`config.mk`:
```
export PLATFORM = sky130hd
export DESIGN_NAME = ahb_apb_bridge
export DESIGN_NICKNAME = d
export VERILOG_FILES = /design/src/rtl/ahb_apb_bridge.sv
export SDC_FILE = /design/constraint.sdc
export NUM_CORES = 1
export LEC_CHECK = 0
export CORE_ASPECT_RATIO = 0.75
export CORE_UTILIZATION = 32
export CTS_CLUSTER_SIZE = 30
export DETAILED_ROUTE_END_ITERATION = 16
export PLACE_DENSITY = 0.88
export RECOVER_POWER = 25
export SLEW_MARGIN = 20
export SYNTH_ARGS = -nofsm -noshare
export SYNTH_HDL_FRONTEND = slang
export SYNTH_SLANG_ARGS = --single-unit
```
`constraint.sdc`:
```
create_clock -name clk -period 2.3 [get_ports clk]
set_input_delay 0.345 -clock clk [delete_from_list [all_inputs] [get_ports clk]]
set_output_delay 0.345 -clock clk [all_outputs]
set_load 0.03 [all_outputs]
```
`src/rtl/ahb_apb_bridge.sv`:
```
// AHB-Lite slave to APB master bridge: one outstanding transfer, four decoded APB slots.
// Define ERR_RESP_EN to answer out-of-range transfers with a two-cycle ERROR response.
module ahb_apb_bridge #(
  parameter logic [31:0] BASE_ADDR = 32'h8000_0000,
  parameter int unsigned SLOT_BITS = 26
) (
  input  logic        clk,
  input  logic        Hrst,
  input  logic [31:0] Haddr,
  input  logic [1:0]  Htrans,
  input  logic        Hwrite,
  input  logic [2:0]  Hsize,
  input  logic [2:0]  Hburst,
  input  logic [31:0] Hwdata,
  input  logic        Hreadyin,
  output logic        Hreadyout,
  output logic [1:0]  Hresp,
  output logic [31:0] Hrdata,
  output logic [3:0]  Psel,
  output logic        Penable,
  output logic        Pwrite,
  output logic [31:0] Paddr,
  output logic [31:0] Pwdata,
  input  logic [31:0] Prdata
);

  typedef enum logic [2:0] {
    StIdle, StRead, StRenable, StWwait, StWrite, StWenable, StErr1, StErr2
  } state_e;

  // 33-bit bounds so a region ending at 4 GB cannot wrap.
  localparam logic [32:0] RegionLo = {1'b0, BASE_ADDR};
  localparam logic [32:0] RegionHi = RegionLo + (33'd4 << SLOT_BITS);

  state_e      state_q, state_d;
  logic [31:0] addr_q, addr_d;
  logic [31:0] pwdata_q, pwdata_d;
  logic [2:0]  hsize_q, hsize_d;
  logic [2:0]  hburst_q, hburst_d;
  logic [3:0]  psel_q, psel_d;
  logic        penable_q, penable_d;
  logic        pwrite_q, pwrite_d;
  logic        hreadyout_q, hreadyout_d;
  logic [1:0]  hresp_q, hresp_d;
  logic [1:0]  slot_d;
  logic        in_range;
  logic        valid;
  logic        unused_ctrl;

  assign in_range = ({1'b0, Haddr} >= RegionLo) && ({1'b0, Haddr} < RegionHi);
  assign valid    = Hreadyin & Htrans[1] & in_range;

  // Size/burst are recorded but every beat is a plain word access.
  assign unused_ctrl = ^{hsize_q, hburst_q, Htrans[0]};

  always_comb begin
    state_d  = state_q;
    addr_d   = addr_q;
    pwdata_d = pwdata_q;
    hsize_d  = hsize_q;
    hburst_d = hburst_q;
    case (state_q)
      StIdle, StRenable, StWenable: begin
        if (valid) begin
          state_d  = Hwrite ? StWwait : StRead;
          addr_d   = Haddr;
          hsize_d  = Hsize;
          hburst_d = Hburst;
        end
`ifdef ERR_RESP_EN
        else if (Hreadyin & Htrans[1]) begin
          state_d = StErr1;
        end
`endif
        else begin
          state_d = StIdle;
        end
      end
      StRead:    state_d = StRenable;
      StWwait: begin
        pwdata_d = Hwdata;
        state_d  = StWrite;
      end
      StWrite:   state_d = StWenable;
      StErr1:    state_d = StErr2;
      StErr2:    state_d = StIdle;
      default:   state_d = StIdle;
    endcase
  end

  // Output flops are loaded from the next state so the APB side is purely registered.
  assign slot_d = addr_d[SLOT_BITS+1:SLOT_BITS];

  always_comb begin
    psel_d      = 4'b0000;
    penable_d   = 1'b0;
    pwrite_d    = 1'b0;
    hreadyout_d = 1'b1;
    hresp_d     = 2'b00;
    case (state_d)
      StRead: begin
        psel_d      = 4'b0001 << slot_d;
        hreadyout_d = 1'b0;
      end
      StRenable: begin
        psel_d    = 4'b0001 << slot_d;
        penable_d = 1'b1;
      end
      StWwait:   hreadyout_d = 1'b0;
      StWrite: begin
        psel_d      = 4'b0001 << slot_d;
        pwrite_d    = 1'b1;
        hreadyout_d = 1'b0;
      end
      StWenable: begin
        psel_d    = 4'b0001 << slot_d;
        pwrite_d  = 1'b1;
        penable_d = 1'b1;
      end
      StErr1: begin
        hresp_d     = 2'b01;
        hreadyout_d = 1'b0;
      end
      StErr2:    hresp_d = 2'b01;
      default:   ;
    endcase
  end

  always_ff @(posedge clk or posedge Hrst) begin
    if (Hrst) begin
      state_q     <= StIdle;
      addr_q      <= '0;
      pwdata_q    <= '0;
      hsize_q     <= '0;
      hburst_q    <= '0;
      psel_q      <= '0;
      penable_q   <= 1'b0;
      pwrite_q    <= 1'b0;
      hreadyout_q <= 1'b1;
      hresp_q     <= 2'b00;
    end else begin
      state_q     <= state_d;
      addr_q      <= addr_d;
      pwdata_q    <= pwdata_d;
      hsize_q     <= hsize_d;
      hburst_q    <= hburst_d;
      psel_q      <= psel_d;
      penable_q   <= penable_d;
      pwrite_q    <= pwrite_d;
      hreadyout_q <= hreadyout_d;
      hresp_q     <= hresp_d;
    end
  end

  assign Psel      = psel_q;
  assign Penable   = penable_q;
  assign Pwrite    = pwrite_q;
  assign Paddr     = addr_q;
  assign Pwdata    = pwdata_q;
  assign Hreadyout = hreadyout_q;
  assign Hresp     = hresp_q;
  assign Hrdata    = Prdata;

endmodule

```
==> metrics.md <==
| Metric | Value |
|---|---|
| Status | `finished clean` |
| PD cells | `around 940 nW/µm²` |
| Clock Tree Root | `clkbuf_16` |
| Max cap viols | `0` |
| Placed insts | `roughly 450` |
| Largest net degree at the start of global routing | `39` |
| Post-Synthesis Net Count | `326` |
| Die height | `about 87 µm` |
| Design Power | `approximately 4.4 mW` |
| Startpoint Class | `primary input` |
| DRT antenna net count | `0` |
| Synth Cell Area | `3083 µm²` |
| CORE AREA | `9196 µm²` |
| Final period util | `85.42%` |
| Crit Path Max Fanout | `6` |
| Post-CTS setup buffer count | `0` |
| Gates resized, CTS repair | `0` |
| Initial core utilization | `between 30 and 40%` |
| Num CTS Buffers | `9` |
| Starting DRT DRC Count | `24` |
| Initial antenna violation count | `0` |
| Finished Cell Area | `4687 µm²` |
| Slew margin rel. | `41.83%` |
| Vias per Instance | `4.344` |
| HP Class | `flip-flop to flip-flop` |
| Max stage delay on crit path | `about 540 ps` |
| P_leak | `2.003 nW` |
| CTS tree | `done` |
| Commonest non-fill, non-tap cells in the layout | `139 x clkdlybuf4s50_1, 74 x dfrtp_1, 60 x mux2_2, 9 x clkbuf_16, 8 x nand2_1` |
| Total GRT Usage | `approximately 14%` |
| Hold buffer count at cts | `0` |
| Final hold viol count | `0` |
| Grt total ovfl | `0` |
| Crit-path cells | `clkdlybuf4s50_1 > or4b_4 > a211o_1 > or3b_2 > a21oi_1` |
| Final min period | `a little under 2000 ps` |
| Flops & latches, synth | `75` |
| WS Path Type | `primary input to flip-flop` |
| Clock latency on the worst-skew pair | `320 ps` |
| H-tree depth | `3` |
| Final core occ | `roughly half` |
| Hold Slack | `~480 ps` |
| DRC | `0` |
| Fin nets | `around 440` |
| Ant. Diodes | `0` |
| Routed wire per std cell | `between 10 and 15 µm` |
| Non-filler cells, final | `468` |
| CP endpoint kind | `flip-flop` |
| Post-synthesis sequential area ratio | `about three fifths` |
| Worst slew pin tran | `872.6 ps` |
| Placed inst area | `4409 µm²` |
| Commonest non-fill, non-tap cell in the layout | `clkdlybuf4s50_1` |
| Yosys cell types | `26` |
| Cell family with most CP delay | `simple AND/OR/NAND/NOR gates` |
| Final wirelength | `about 6.6 mm` |
| RSZ-0062 raised after global routing | `no` |
| Number of setup violations in the final report | `0` |
| Clk sink count | `75` |
| Max Slew Vio Count | `0` |
| First-pass DRT Iterations | `2` |
| Max Clk Rate | `about 0.51 GHz` |
| Peak supply drop | `between 600 and 700 µV` |
| Max clock buf depth | `2` |
| Cell type of the slowest stage on the worst timing path | `or4b_4` |
| Die area | `10040 µm²` |
| Die width | `between 100 and 150 µm` |
| Hpwl dp | `just over 5 mm` |
| WP data required | `roughly 2600 ps` |
| Global-route wire length before repair | `10.56 mm` |
| Via Count | `2033` |
| Num ports | `between 200 and 250` |
| Count of buffer and inverter cells on the critical path | `1` |
| YS warnings | `0` |
| Final clock skew | `4.920 ps` |
| Share of cells above drive strength 1 | `approximately a quarter` |
| Cell count after synthesis | `~220` |
| GP Congestion | `roughly 0.64` |
| Clk slew on worst S/H paths | `about 60 ps` |
| CP arrival | `~2200 ps` |
| Syn Area/Cell | `14.14 µm²` |
| Port bufs | `140` |
| Vias in the first global route | `roughly 2200` |
| P&R area growth vs syn | `52.03%` |
| Rows | `30` |
-- cells in the mapped netlist --
library cell	instances	share of area, %
or3_1	1	0.20
dfstp_2	1	0.85
mux2_2	60	22
o21ai_0	1	0.16
buf_6	1	0.37
a21oi_1	4	0.65
and2_1	4	0.81
or2_2	2	0.41
xnor2_1	1	0.28
dfrtp_1	74	60
conb_1	1	0.12
or4b_4	1	0.45
a221oi_1	1	0.28
nand3b_1	4	0.97
or3b_1	1	0.28
or3b_2	1	0.28
buf_2	2	0.32
clkbuf_1	5	0.61
a211o_1	1	0.28
nand2b_1	2	0.41
buf_4	33	8.0
o31ai_1	1	0.24
nand2_1	8	0.97
inv_1	2	0.24
nand3_1	1	0.16
nor2_1	5	0.61
-- power by group --
| part | switching [mW] | total, mW | internal (mW) |
|---|---|---|---|
| Sequential | 0.144 | 1.71 | 1.57 |
| Combinational | 0.725 | 1.40 | 0.680 |
| Clock | 0.517 | 1.27 | 0.756 |
-- layer usage --
layer	GRT usage, %	routed length [µm]	up-vias
li1	-	-	938
met1	15.10	2609	968
met2	22.86	3234	112
met3	7.864	694	15
met4	4.604	83	0
met5	0	0	-
-- state kept, by name (all words and copies together), names as in the netlist --
name,cells
Pwdata,32
Hresp,1
Pwrite,1
Hreadyout,1
Penable,1
state_q,3
Psel,4
Paddr,32
-- cell type report --
type	count	area, µm²
multi-input cells	100	909.6
clock buffers	10	239.0
flip-flops and latches	75	1878
clock inverters	6	41.29
inverters	2	7.507
well taps	128	160.2
fillers	809	4509
repair buffers	147	1451
-- stage by stage --
step	setup WS, ps	TNS [ps]
finish	335.3	0
CTS	337.1	0
global route	209.4	0
floorplan	46.68	0
global placement	-1.142	-1.142
detailed placement	-9.645	-57.84
-- cell families (layout without fill, tap and decap cells) --
kind of cell	count (synthesis)	after routing	synth area share, %
AND/OR/NAND/NOR	30	30	5.560
XOR/XNOR	1	1	0.2841
other	1	1	0.1216
buffers and inverters	43	165	9.578
AO/OA/AOI/OAI	8	8	1.623
flip-flops	75	75	60.92
multiplexers	60	60	21.92
-- path summary, 6_finish.rpt --
check                      depth (start not counted)       start    endpoint  slack (ps)
setup / recovery                                   5   Haddr[28]     Psel[2]         340
hold / removal                                     1   Paddr[31]   Paddr[31]         480
setup reg to reg                                   4  state_q[2]     Psel[2]         510
hold reg to reg                                    1   Paddr[31]   Paddr[31]         480
max in group asynchronous                          3        Hrst    Hresp[0]        1010
min in group asynchronous                          3        Hrst  Pwdata[18]         590
No activity file was read; power rests on OpenSTA's default activity.
